[src/rtl/vga_timing.sv]
// vga_timing: 800x600@60 raster counters, sync and blanking, all registered.
// Ports: pclk/rst in; hcount/vcount, hsync/hblnk, vsync/vblnk out. Optional macro
// VGA_FRAME_CNT_EN adds frame_start (one-cycle pulse at frame wrap) and frame_cnt.
module vga_timing #(
  parameter int H_ACTIVE = 800,
  parameter int H_FP     = 40,
  parameter int H_SYNC   = 128,
  parameter int H_BP     = 88,
  parameter int V_ACTIVE = 600,
  parameter int V_FP     = 1,
  parameter int V_SYNC   = 4,
  parameter int V_BP     = 23,
  parameter int CNT_W    = 11
) (
  input  logic             pclk,
  input  logic             rst,
  output logic [CNT_W-1:0] hcount,
  output logic             hsync,
  output logic             hblnk,
  output logic [CNT_W-1:0] vcount,
  output logic             vsync,
  output logic             vblnk
`ifdef VGA_FRAME_CNT_EN
  ,
  output logic             frame_start,
  output logic [15:0]      frame_cnt
`endif
);

  localparam int H_TOTAL = H_ACTIVE + H_FP + H_SYNC + H_BP;
  localparam int V_TOTAL = V_ACTIVE + V_FP + V_SYNC + V_BP;

  localparam logic [CNT_W-1:0] H_LAST = CNT_W'(H_TOTAL - 1);
  localparam logic [CNT_W-1:0] V_LAST = CNT_W'(V_TOTAL - 1);
  localparam logic [CNT_W-1:0] H_BLK  = CNT_W'(H_ACTIVE);
  localparam logic [CNT_W-1:0] H_SS   = CNT_W'(H_ACTIVE + H_FP);
  localparam logic [CNT_W-1:0] H_SE   = CNT_W'(H_ACTIVE + H_FP + H_SYNC);
  localparam logic [CNT_W-1:0] V_BLK  = CNT_W'(V_ACTIVE);
  localparam logic [CNT_W-1:0] V_SS   = CNT_W'(V_ACTIVE + V_FP);
  localparam logic [CNT_W-1:0] V_SE   = CNT_W'(V_ACTIVE + V_FP + V_SYNC);

  logic [CNT_W-1:0] hcount_q, hcount_d;
  logic [CNT_W-1:0] vcount_q, vcount_d;
  logic             hsync_q, hsync_d;
  logic             hblnk_q, hblnk_d;
  logic             vsync_q, vsync_d;
  logic             vblnk_q, vblnk_d;
  logic             h_last, v_last, wrap;

  assign h_last = (hcount_q == H_LAST);
  assign v_last = (vcount_q == V_LAST);
  assign wrap   = h_last && v_last;

  // Flags decode the next counts so they land in the same register
  // stage as the counts themselves.
  always_comb begin
    hcount_d = hcount_q + 1'b1;
    vcount_d = vcount_q;
    if (h_last) begin
      hcount_d = '0;
      vcount_d = v_last ? '0 : vcount_q + 1'b1;
    end
    hblnk_d = (hcount_d >= H_BLK);
    hsync_d = (hcount_d >= H_SS) && (hcount_d < H_SE);
    vblnk_d = (vcount_d >= V_BLK);
    vsync_d = (vcount_d >= V_SS) && (vcount_d < V_SE);
  end

  always_ff @(posedge pclk or posedge rst) begin
    if (rst) begin
      hcount_q <= '0;
      vcount_q <= '0;
      hsync_q  <= 1'b0;
      hblnk_q  <= 1'b0;
      vsync_q  <= 1'b0;
      vblnk_q  <= 1'b0;
    end else begin
      hcount_q <= hcount_d;
      vcount_q <= vcount_d;
      hsync_q  <= hsync_d;
      hblnk_q  <= hblnk_d;
      vsync_q  <= vsync_d;
      vblnk_q  <= vblnk_d;
    end
  end

  assign hcount = hcount_q;
  assign vcount = vcount_q;
  assign hsync  = hsync_q;
  assign hblnk  = hblnk_q;
  assign vsync  = vsync_q;
  assign vblnk  = vblnk_q;

`ifdef VGA_FRAME_CNT_EN
  logic        fstart_q, fstart_d;
  logic [15:0] fcnt_q, fcnt_d;

  // Pulse only on a real wrap; reset lands on (0,0) without one.
  always_comb begin
    fstart_d = wrap;
    fcnt_d   = wrap ? fcnt_q + 16'd1 : fcnt_q;
  end

  always_ff @(posedge pclk or posedge rst) begin
    if (rst) begin
      fstart_q <= 1'b0;
      fcnt_q   <= '0;
    end else begin
      fstart_q <= fstart_d;
      fcnt_q   <= fcnt_d;
    end
  end

  assign frame_start = fstart_q;
  assign frame_cnt   = fcnt_q;
`endif

endmodule

[config.mk]
export PLATFORM = sky130hd
export DESIGN_NAME = vga_timing
export DESIGN_NICKNAME = d
export VERILOG_FILES = /design/src/rtl/vga_timing.sv
export SDC_FILE = /design/constraint.sdc
export NUM_CORES = 1
export LEC_CHECK = 0
export CORE_ASPECT_RATIO = 0.75
export CORE_MARGIN = 5
export CORE_UTILIZATION = 35
export CTS_CLUSTER_DIAMETER = 200
export DETAILED_ROUTE_END_ITERATION = 8
export PLACE_DENSITY = 0.66
export SETUP_SLACK_MARGIN = 0.5
export SLEW_MARGIN = 10
export SYNTH_ARGS = -nofsm -noshare
export SYNTH_HDL_FRONTEND = slang
export SYNTH_SLANG_ARGS = --single-unit
[constraint.sdc]
create_clock -name pclk -period 3.2 [get_ports pclk]
set_input_delay 0.48 -clock pclk [delete_from_list [all_inputs] [get_ports pclk]]
set_output_delay 0.48 -clock pclk [all_outputs]
set_load 0.03 [all_outputs]
* After elaboration in Yosys (flattened, before gate mapping)
Cells that the tools add are included.
** Cells by class
- Order comparisons :: 6
- Div/mod/pow operators :: 0
- Shifts and indexed selects :: 0
- Muxes and demuxes :: 3
- Add/sub/neg operators :: 2
- Eq/ne operators :: 2
- Multipliers :: 0
- Bitwise logic cells :: 0
- Reduce and logical (&&, ||, !) cells :: 2
** Operators with widths (number)
- 11-bit by 10-bit greater-or-equal comparator with 1-bit output, second input constant :: 4
- 11-bit two-way mux :: 3
- 11-bit by 1-bit adder with 11-bit output, second input constant :: 2
- 11-bit by 10-bit less-than comparator with 1-bit output, second input constant :: 2
- 11-bit by 10-bit == test with 1-bit output, second input constant :: 1
- 11-bit == test, second input constant :: 1
- 1-bit logical AND :: 2
** Word-level totals
- Bits in read-only memories :: 0
- Memory bits (writable) :: 0
- Memories :: 0
- Latch bits :: 0
- Output and inout port bits :: 26
- Bits of input ports :: 2
- Bits in registers :: 26

* Depth between registers and ports, before layout
Gate-level depths: netlist of the first run.
- Depth in word-level cells :: 5
- Mapped depth :: 8

* Worst setup path after synthesis of the first run
No wires, ideal clock.
- Path type :: register -> register
- Start point :: reg hcount_q[5] (netlist: hcount[5])
- End point :: reg vsync_q (netlist: vsync)
- Period minus slack after synthesis :: 2.448 ns
- Library setup time :: 0.095 ns
- Arrival time :: 2.353 ns
- Slack :: 0.752 ns
- Data required time :: 3.105 ns
- Stages on the path, launching flop included :: 9
- Path buffers :: 2
- Cell sequence :: dfrtp_1 buf_6 or4_4 nor3_4 buf_6 nand4_1 xor2_1 o2111ai_1 nor4bb_4
** Between the ends
- Word-level cells in the longest chain between the ends :: 4
- Elaborated cells between the ends (all ways) :: 5
- Classes of those cells :: order compare (2); eq/ne (1); mux (1); reduce/logical (1)
** Ends and longest elaborated chain
- start, declared :: RTL line 42 : logic [CNT_W-1:0] hcount_q, hcount_d;
- start signal, assigned :: RTL line 78 : hcount_q <= hcount_d;
- 11-bit == test * :: RTL line 50 : assign h_last = (hcount_q == H_LAST);
- 11-bit two-way mux * :: RTL line 59 : if (h_last) begin
- 11-bit by 10-bit greater-or-equal comparator with 1-bit output / 11-bit by 10-bit less-than comparator with 1-bit output (equally long branches) :: RTL line 66 : vsync_d = (vcount_d >= V_SS) && (vcount_d < V_SE);
- 1-bit logical AND * :: RTL line 66
- net vsync_d :: RTL line 46 : logic vsync_q, vsync_d;
- end signal, assigned :: RTL line 82 : vsync_q <= vsync_d;
- end, declared :: RTL line 46
Mark *: on every way through the listed nets, which the timed path passes. The rest lies on a longest branch.

* Worst setup path in the final report of the first run
- Start point :: reg vcount_q[0] (netlist: vcount[0])
- End point :: reg vblnk_q (netlist: vblnk)
** Between the ends
- Word-level cells in the longest chain between the ends :: 4
- Elaborated cells between the ends (all ways) :: 5
- Classes of those cells :: add/sub (1); order compare (1); eq/ne (1); mux (2)
** Ends and longest elaborated chain
- start, declared :: RTL line 43 : logic [CNT_W-1:0] vcount_q, vcount_d;
- start signal, assigned :: RTL line 79 : vcount_q <= vcount_d;
- 11-bit by 1-bit adder with 11-bit output / 11-bit by 10-bit == test with 1-bit output (equally long branches) :: RTL line 61, 51
- 11-bit two-way mux * :: RTL line 61 : vcount_d = v_last ? '0 : vcount_q + 1'b1;
- 11-bit two-way mux * :: RTL line 59
- net vcount_d[4] :: RTL line 43
- 11-bit by 10-bit greater-or-equal comparator with 1-bit output * :: RTL line 65 : vblnk_d = (vcount_d >= V_BLK);
- net vblnk_d :: RTL line 47 : logic vblnk_q, vblnk_d;
- end signal, assigned :: RTL line 83 : vblnk_q <= vblnk_d;
- end, declared :: RTL line 47
Marked as above.

==> summary.txt, run 1 <==
Status
  • Outcome: completed

STA
  • RSZ-0062 raised after global routing: false
  • Final Skew: 6.67 ps
  • Crit share post-route: 77.5%
  • FMAX: 403 MHz
  • Post-layout minimum cycle time: 2480 ps
  • Rel. slew slack: 36.1%
  • Tightest Pin Transition: 958 ps
  • Setup Viol. Count Final: 0
  • Max-slew violation count: 0
  • Setup TNS: 0 ps
  • Fin. Hold Viols: 0

Synthesis
  • Post-synth ARST share: 100%
  • Top_reg_cell synth: dfrtp_1
  • Mean post-synth cell area: 10.1 um^2
  • EDFF count, synth: 0
  • Cell count after synthesis: 144
  • Top-area cell type share of the netlist area: 44.8%
  • Register area share after synthesis: 44.8%
  • Dominant cell type by area after synthesis: dfrtp_1
  • Post-Synthesis Cell Area: 1450 um^2
  • Yosys warns: 0
  • Yosys reg bits: 26
  • Synthesized Nets: 148
  • Top cells by area, synth: dfrtp_1, xor2_1, nand3_1
  • Synth unique cells: 43

Pwr
  • Register share of total power: 54.2%
  • Comb power frac: 1.2%
  • Switching share of power: 18.0%
  • Power Density: 323 nW/um^2
  • Power Internal: 0.000497 W
  • Pleak: 0.829 nW
  • Net Sw Power: 0.000109 W
  • Peak supply drop: 0.183 mV
  • Clock group share of total power: 44.6%
  • PnR Total Power: 0.000605 W

Setup path
  • Slowest stage delay, CP: 500 ps
  • Worst Setup Path Type: reg2reg
  • Crit path cell chain: ha_1, nor4bb_1, nand4_1, buf_4, a22oi_1, o31ai_4, and4_1, o22a_1
  • Reg2Reg Depth: 8
  • CP arrival: 2640 ps
  • CP max stage cell: dfrtp_1
  • WP data required: 3360 ps
  • Critical-path maximum fanout: 9
  • Critical Path End Type: flop
  • Setup crit start kind: flop

Floorplan
  • Die ar.: 5550 um^2
  • Die span in y: 65.8 um
  • I/O pin cnt: 28
  • DIE WIDTH: 84.4 um
  • Row cnt: 20
  • Core Area: 4030 um^2
  • Initial Util: 36.1%

Drt
  • Routed wire per std cell: 14.3 um
  • 1st-iter DRT viols: 100
  • DRT Pass-1 Iters: 4
  • Vias per cell: 5.17
  • WL final: 3290 um
  • Total number of vias: 1189
  • Final ANT Viol Nets: 0
  • # DRC: 0

Final layout
  • # fillers: 380
  • Final net count: 180
  • Fraction of layout cells with a size suffix above 1: 9.71%
  • P&R area growth vs syn: 29.0%
  • ANT cells: 0
  • Reg area: 651 um^2
  • Multi-input logic area: 757 um^2

CTS
  • TritonCTS Sinks: 26
  • Clock root cell: clkbuf_8
  • Htree depth: 1
  • Hold buffer count at cts: 0
  • Number of buffers created by CTS: 3
  • CTS tree: built
  • Clk_lat worst skew: 270 ps
  • Maximum clock insertion buffer count: 2
  • Clk slew on worst S/H paths: 90 ps

GRT
  • GRT overflow: 0
  • Total track usage: 12.0%
  • First-pass GRT wire length: 5490 um
  • Vias in the first global route: 1126
  • Largest net degree at the start of global routing: 27
  • Antenna violations before repair: 0

Place
  • GPL Wtd Cong: 0.819
  • PortBufs: 27
  • Detailed placer's ending HPWL: 2460 um

Flow run
  • Max cap viols: 0

Hold path
  • Hold Path Class: reg2reg
  • Hold depth: 1
-- sequential cells by signal, indices dropped and copies added (netlist names) --
register	flops
vsync	1
hsync	1
hblnk	1
vblnk	1
vcount	11
hcount	11
-- worst max-delay path, delay by kind of cell, from the launching register on --
family	cells	cell delay, ps
simple gates	3	820
buf+inv	1	200
flops	1	500
fa+ha+maj	1	330
compound gates	3	530
-- repair_timing --
item,CTS,global route
setup endpoints to repair,0,2
setup buffers,0,4
resized for setup,0,2
-- kinds of logic after synthesis --
logic type | after synthesis | share of synthesized area, %
AOI/OAI and AO/OA | 23 | 11.9
DFF | 26 | 44.8
adders and majority gates | 2 | 1.72
muxes | 2 | 1.46
buffers and inverters | 11 | 3.88
and+or+nand+nor | 66 | 27.8
xor gates and xnor gates | 14 | 8.44
-- synth_stat cells, types with 2 or more instances --
master     n
o21ai_0    5
nor4b_1    2
nor3_1     3
nor2_1     9
dfrtp_1   26
nand3_1   11
buf_6      2
nor4_1     3
a211oi_1   2
o21ai_1    2
xor2_1    10
and2_1     2
inv_1      7
and4_1     4
ha_1       2
and3_1     5
nand2_1   11
nand4_1    7
xnor2_1    4
a21oi_1    3
clkbuf_1   2
-- metrics by stage --
stage	hold slack [ps]	std cells	utilization (%)	cell area [um^2]	setup WS [ps]
2_1_floorplan	520	144	-	1450	752
3_3_place_gp	524	222	43.7	1760	690
3_5_place_dp	530	222	43.7	1760	572
4_1_cts	541	226	45.5	1830	552
5_1_grt	565	230	46.5	1870	558
6_report	525	230	46.5	1870	719
-- placed cells by master, fill, tap and decap left out, types with 5 or more instances in the layout --
master / Yosys / routed
clkdlybuf4s50_1: 0 / 27
o21ai_0: 5 / 5
nand4_1: 7 / 7
dfrtp_1: 26 / 26
nor2_1: 9 / 9
inv_1: 7 / 7
and3_1: 5 / 5
nand2_1: 11 / 11
xor2_1: 10 / 10
nand3_1: 11 / 10
-- power groups by stage --
stage               Combinational, W  Sequential (W)  Clock, W
finish                    0.00000721        0.000328  0.000270
global placement          0.00000784        0.000335         0
CTS                       0.00000795        0.000328  0.000282
floorplan                 0.00000488        0.000335         0
global route              0.00000917        0.000328  0.000290
detailed placement        0.00000812        0.000335         0
-- layout make-up --
cell class,instances,share of cell area (%)
Multi-Input combinational cell,107,40.4
Sequential cell,26,34.7
Timing Repair Buffer,31,16.0
Tap cell,55,3.67
Clock buffer,3,2.20
Clock inverter,1,1.60
Inverter,7,1.40
-- final timing paths --
path / start / end / slack (ps)
setup / recovery: vcount[0]$_DFF_PP0_ / vblnk$_DFF_PP0_ / 720
hold / removal: hcount[0]$_DFF_PP0_ / hcount[0]$_DFF_PP0_ / 530
setup reg to reg: vcount[0]$_DFF_PP0_ / vblnk$_DFF_PP0_ / 720
hold reg to reg: hcount[0]$_DFF_PP0_ / hcount[0]$_DFF_PP0_ / 530
max in group asynchronous: rst / vcount[1]$_DFF_PP0_ / 1890
min in group asynchronous: rst / hcount[2]$_DFF_PP0_ / 720
-- per-layer routing --
metal	vias up	global-route usage, %	share of wire, %
met1	573	17.0	49
li1	592	-	-
met2	20	18.7	46
met3	4	2.74	4.0
met5	-	0	0
met4	0	2.77	0.94
No activity file was read; power rests on OpenSTA's default activity.
==> run 2: changes to the inputs <==
Settings changed: PLACE_DENSITY 0.66 to 0.68.
Clock period 3.2 ns to 2.1 ns, I/O delays scaled along.
==> summary.txt, run 2 (synthesis results as in run 1) <==
Setup path
  • Critical Path End Type: flop
  • CP max stage cell: or4_4
  • Worst Setup Path Type: reg2reg
  • Critical-path maximum fanout: 7 (-2)
  • Setup crit start kind: flop
  • WP data required: 2290 ps (-1070 ps)
  • CP arrival: 2450 ps (-190 ps)
  • Crit path cell chain: or4_4, nor3_4, buf_4, nand2_2, xor2_2, o2111ai_2, nor4bb_4
  • Slowest stage delay, CP: 570 ps (+70 ps)

GRT
  • Total track usage: 16.0% (+4.0 points)
  • Antenna violations before repair: 0 (unchanged)
  • Vias in the first global route: 1429 (+27%)
  • Largest net degree at the start of global routing: 27 (unchanged)
  • GRT overflow: 0 (unchanged)
  • First-pass GRT wire length: 7080 um (+29%)

STA
  • Tightest Pin Transition: 365 ps (-592 ps)
  • Post-layout minimum cycle time: 2260 ps (-220 ps)
  • Fin. Hold Viols: 0 (unchanged)
  • Final Skew: 1.62 ps (-5.05 ps)
  • FMAX: 442 MHz (+9.7%)
  • Crit share post-route: 108% (+30 points)
  • Rel. slew slack: 75.5% (+39 points)
  • Hold_ws: 400 ps (-125 ps)
  • RSZ-0062 raised after global routing: true
  • Setup TNS: -310 ps (-310 ps)
  • Max-slew violation count: 0 (unchanged)
  • Fin worst setup slack: -161 ps (-880 ps)
  • Setup Viol. Count Final: 3 (+3)

Status
  • Outcome: finished, violations left
  • Failing checks: negative setup slack

Floorplan
  • Core Area: 4030 um^2 (unchanged)
  • Initial Util: 36.1% (unchanged)
  • Die span in y: 65.8 um (unchanged)
  • DIE WIDTH: 84.4 um (unchanged)
  • Die ar.: 5550 um^2 (unchanged)
  • I/O pin cnt: 28 (unchanged)
  • Row cnt: 20 (unchanged)

Drt
  • 1st-iter DRT viols: 106 (+6.0%)
  • DRT Pass-1 Iters: 4 (unchanged)
  • WL final: 4360 um (+33%)
  • Final ANT Viol Nets: 0 (unchanged)
  • Routed wire per std cell: 16.0 um (+12%)
  • Vias per cell: 5.27 (+1.9%)
  • Total number of vias: 1433 (+21%)
  • # DRC: 0 (unchanged)

Pwr
  • Power Internal: 0.000671 W (+35%)
  • Comb power frac: 1.6% (+0.4 points)
  • Peak supply drop: 0.314 mV (+72%)
  • Clock group share of total power: 39.4% (-5.2 points)
  • Register share of total power: 59.0% (+4.8 points)
  • Switching share of power: 20.8% (+2.9 points)
  • Power Density: 354 nW/um^2 (+9.7%)
  • PnR Total Power: 0.000847 W (+40%)
  • Net Sw Power: 0.000177 W (+62%)
  • Pleak: 1.17 nW (+41%)

CTS
  • Clock root cell: clkbuf_8
  • Clk_lat worst skew: 270 ps (about the same)
  • TritonCTS Sinks: 26 (unchanged)
  • Hold buffer count at cts: 0 (unchanged)
  • Clk slew on worst S/H paths: 90 ps (about the same)
  • Htree depth: 1 (unchanged)
  • Number of buffers created by CTS: 3 (unchanged)
  • CTS tree: built
  • Maximum clock insertion buffer count: 2 (unchanged)

Final layout
  • Commonest non-fill, non-tap cell in the layout: buf_4
  • # fillers: 338 (-11%)
  • Fraction of layout cells with a size suffix above 1: 48.8% (+39 points)
  • Most frequent cells in the layout: buf_4, dlygate4sd2_1, dfrtp_1
  • ANT cells: 0 (unchanged)
  • P&R area growth vs syn: 64.6%
  • Cell area after layout: 2390 um^2 (+28%)
  • Final net count: 222 (+23%)

Flow run
  • Max cap viols: 0 (unchanged)

Place
  • GPL Wtd Cong: 0.864 (+5.6%)
  • Detailed placer's ending HPWL: 2890 um (+17%)
  • PortBufs: 27 (unchanged)
  • Area after DPL: 2070 um^2 (+17%)

Hold path
  • Hold Path Class: in2async
run 2: final timing paths:
path / cells after the start / slack [ps] / to / startpoint
setup / recovery: 7 / -160 / vsync$_DFF_PP0_ / hcount[8]$_DFF_PP0_
hold / removal: 3 / 400 / hcount[0]$_DFF_PP0_ / rst
setup reg to reg: 7 / -160 / vsync$_DFF_PP0_ / hcount[8]$_DFF_PP0_
hold reg to reg: 1 / 530 / hcount[1]$_DFF_PP0_ / hcount[1]$_DFF_PP0_
max in group asynchronous: 3 / 1420 / vcount[1]$_DFF_PP0_ / rst
min in group pclk: 1 / 530 / hcount[1]$_DFF_PP0_ / hcount[1]$_DFF_PP0_
run 2: power groups by stage:
stage | registers (W) | clock network [W] | logic, W
after CTS | 0.000500 | 0.000342 | 0.0000146
after global routing | 0.000500 | 0.000362 | 0.0000163
after detailed placement | 0.000510 | 0 | 0.0000146
after global placement | 0.000510 | 0 | 0.0000139
final | 0.000500 | 0.000334 | 0.0000133
after floorplan | 0.000510 | 0 | 0.00000742
run 2: final cells by class:
type	count	area, um^2	share of cell area (%)
clock buffer	4	55.1	2.30
sequential	26	664	27.8
inverter	7	26.3	1.10
tap	55	68.8	2.88
timing repair buffer	73	626	26.2
multi-input combinational	107	951	39.8
run 2: stage by stage:
stage | std cells | utilization, % | setup WS [ps]
3_3_place_gp | 251 | 51.3 | -72.0
6_report | 272 | 59.3 | -161
2_1_floorplan | 144 | - | -108
4_1_cts | 266 | 57.6 | -103
5_1_grt | 272 | 59.3 | -261
3_5_place_dp | 251 | 51.3 | -134
run 2: timing repair:
item                                    4_1_cts  5_1_grt
pin swaps                                    12        9
buffers inserted                             11        6
cloned                                        0        0
endpoints found under the setup margin       39       27
resized for setup                            72       19
run 2: metal layers:
metal	vias up	share of wire, %	GRT usage [%]
li1	675	-	-
met5	-	0	0
met2	46	49	26.9
met1	710	46	21.9
met4	0	0.44	2.37
met3	2	4.8	3.11
run 2: worst max-delay path: cells and delay by family, from the launching register on:
family	cells	cell delay (ps)
xor+xnor	1	220
compound gates	1	180
simple gates	4	1170
flops	1	420
buf+inv	1	190
==> run 3: changes to the inputs <==
Settings changed: CELL_PAD_IN_SITES_DETAIL_PLACEMENT from default to 2, CELL_PAD_IN_SITES_GLOBAL_PLACEMENT from default to 2, CORE_UTILIZATION 35 to 29, PLACE_DENSITY 0.68 to 0.83.
==> summary.txt, run 3 (synthesis results as in run 1) <==
Status
  • Outcome: finished, violations left
  • Failing checks: negative setup slack

Final layout
  • Util after Layout: 50.8% (-8.6 points)
  • ANT cells: 0 (unchanged)
  • Commonest non-fill, non-tap cell in the layout: buf_4
  • Multi-input logic area: 1030 um^2 (+8.8%)
  • Fraction of layout cells with a size suffix above 1: 52.5% (+3.7 points)
  • Cell area after layout: 2470 um^2 (+3.5%)
  • P&R area growth vs syn: 70.3%
  • Final net count: 222 (unchanged)
  • # fillers: 500 (+48%)
  • Most frequent cells in the layout: buf_4, dlygate4sd2_1, dfrtp_1
  • Reg area: 666 um^2 (+0.19%)

STA
  • Final Skew: 12.6 ps (+10.9 ps)
  • Tightest Pin Transition: 572 ps (+206 ps)
  • Rel. slew slack: 61.8% (-14 points)
  • Setup Viol. Count Final: 5 (+2)
  • Fin worst setup slack: -387 ps (-226 ps)
  • Crit share post-route: 118% (+11 points)
  • RSZ-0062 raised after global routing: true
  • Post-layout minimum cycle time: 2490 ps (+226 ps)
  • Max-slew violation count: 0 (unchanged)
  • Fin. Hold Viols: 0 (unchanged)
  • FMAX: 402 MHz (-9.1%)

Hold path
  • Hold Path Class: in2async

CTS
  • Number of buffers created by CTS: 3 (unchanged)
  • Clk slew on worst S/H paths: 110 ps (+20 ps)
  • Hold buffer count at cts: 0 (unchanged)
  • Maximum clock insertion buffer count: 2 (unchanged)
  • TritonCTS Sinks: 26 (unchanged)
  • Htree depth: 1 (unchanged)
  • Clk_lat worst skew: 300 ps (+30 ps)
  • CTS tree: built
  • Clock root cell: clkbuf_8

Setup path
  • CP top delay family: simple AND/OR/NAND/NOR gates
  • CP arrival: 2650 ps (+200 ps)
  • Setup crit start kind: flop
  • Slowest stage delay, CP: 570 ps (about the same)
  • Reg2Reg Depth: 8 (+1)
  • Crit path depth: 8 (+1)
  • Buffers and inverters on the worst path: 2 (+1)
  • CP max stage cell: or4_4
  • Critical-path maximum fanout: 5 (-2)
  • Worst Setup Path Type: reg2reg
  • WP data required: 2260 ps (-30 ps)
  • Crit path cell chain: or4_4, nor3_4, buf_6, nand2_1, a221oi_4, inv_2, and4_4, o22a_1
  • Critical Path End Type: flop

Floorplan
  • Initial Util: 29.8% (-6.2 points)
  • DIE WIDTH: 91.7 um (+8.7%)
  • Row cnt: 22 (+10%)
  • Core Area: 4870 um^2 (+21%)
  • Die ar.: 6540 um^2 (+18%)
  • Die span in y: 71.3 um (+8.4%)
  • I/O pin cnt: 28 (unchanged)

Drt
  • Vias per cell: 5.51 (+4.5%)
  • Final ANT Viol Nets: 0 (unchanged)
  • DRT Pass-1 Iters: 4 (unchanged)
  • Total number of vias: 1525 (+6.4%)
  • Routed wire per std cell: 29.7 um (+85%)
  • WL final: 8240 um (+89%)
  • # DRC: 0 (unchanged)
  • 1st-iter DRT viols: 77 (-27%)

GRT
  • Largest net degree at the start of global routing: 27 (unchanged)
  • Vias in the first global route: 1767 (+24%)
  • Total track usage: 22.6% (+6.7 points)
  • Antenna violations before repair: 1 (+1)
  • First-pass GRT wire length: 11100 um (+57%)
  • GRT overflow: 0 (unchanged)

Pwr
  • PnR Total Power: 0.000965 W (+14%)
  • Pleak: 1.18 nW (+0.72%)
  • Power Density: 390 nW/um^2 (+10%)
  • Peak supply drop: 0.340 mV (+8.4%)

Place
  • Area after DPL: 2060 um^2 (about the same)
  • Detailed placer's ending HPWL: 4440 um (+54%)
  • GPL Wtd Cong: 0.850 (-1.6%)
  • PortBufs: 27 (unchanged)

Flow run
  • Max cap viols: 0 (unchanged)
run 3: path summary, 6_finish.rpt:
path,startpoint,to,slack [ps]
min,rst,hsync$_DFF_PP0_,390
min reg2reg,hcount[1]$_DFF_PP0_,hcount[1]$_DFF_PP0_,540
max in group asynchronous,rst,hcount[5]$_DFF_PP0_,1400
max reg2reg,hcount[8]$_DFF_PP0_,vblnk$_DFF_PP0_,-390
max,hcount[8]$_DFF_PP0_,vblnk$_DFF_PP0_,-390
min in group pclk,hcount[1]$_DFF_PP0_,hcount[1]$_DFF_PP0_,540
run 3: per-stage QoR:
step | cells | setup slack, ps | setup TNS [ps] | hold slack [ps]
detailed placement | 255 | -276 | -567 | 518
finish | 277 | -387 | -1020 | 395
floorplan | 144 | -108 | -191 | 354
global route | 277 | -405 | -1400 | 431
global placement | 255 | -69.9 | -105 | 510
CTS | 270 | -272 | -527 | 396
run 3: cell type report:
class | instances | area share, %
clock buffer | 3 | 1.67
clock inverter | 1 | 1.21
inverter | 7 | 1.16
multi-input combinational | 107 | 41.8
sequential | 26 | 26.9
tap | 60 | 3.03
timing repair buffer | 73 | 24.2
run 3: worst reg2reg max path, cell delays in order (launching register included):
cell	delay (ps)
dfrtp_2	430
or4_4	570
nor3_4	160
buf_6	150
nand2_1	110
a221oi_4	380
inv_2	100
and4_4	220
o22a_1	230
run 3: where the power goes:
| part | internal (W) | total (W) | switching, W |
|---|---|---|---|
| Combinational | 0.00000299 | 0.0000140 | 0.0000111 |
| Sequential | 0.000500 | 0.000500 | 0 |
| Clock | 0.000256 | 0.000451 | 0.000195 |
run 3: repair_timing:
item	4_1_cts	5_1_grt
resized for setup	65	30
endpoints found under the setup margin	46	26
pin swaps	12	11
buffers inserted	11	7
gates cloned	0	0
run 3: metal layers:
metal	part of all wire, %	track usage (%)	vias up	routed length [um]
li1	-	-	671	-
met1	44	27.9	813	3640
met2	51	40.4	25	4210
met3	2.2	4.41	16	185
met4	2.5	6.92	0	203
met5	0	0	-	0
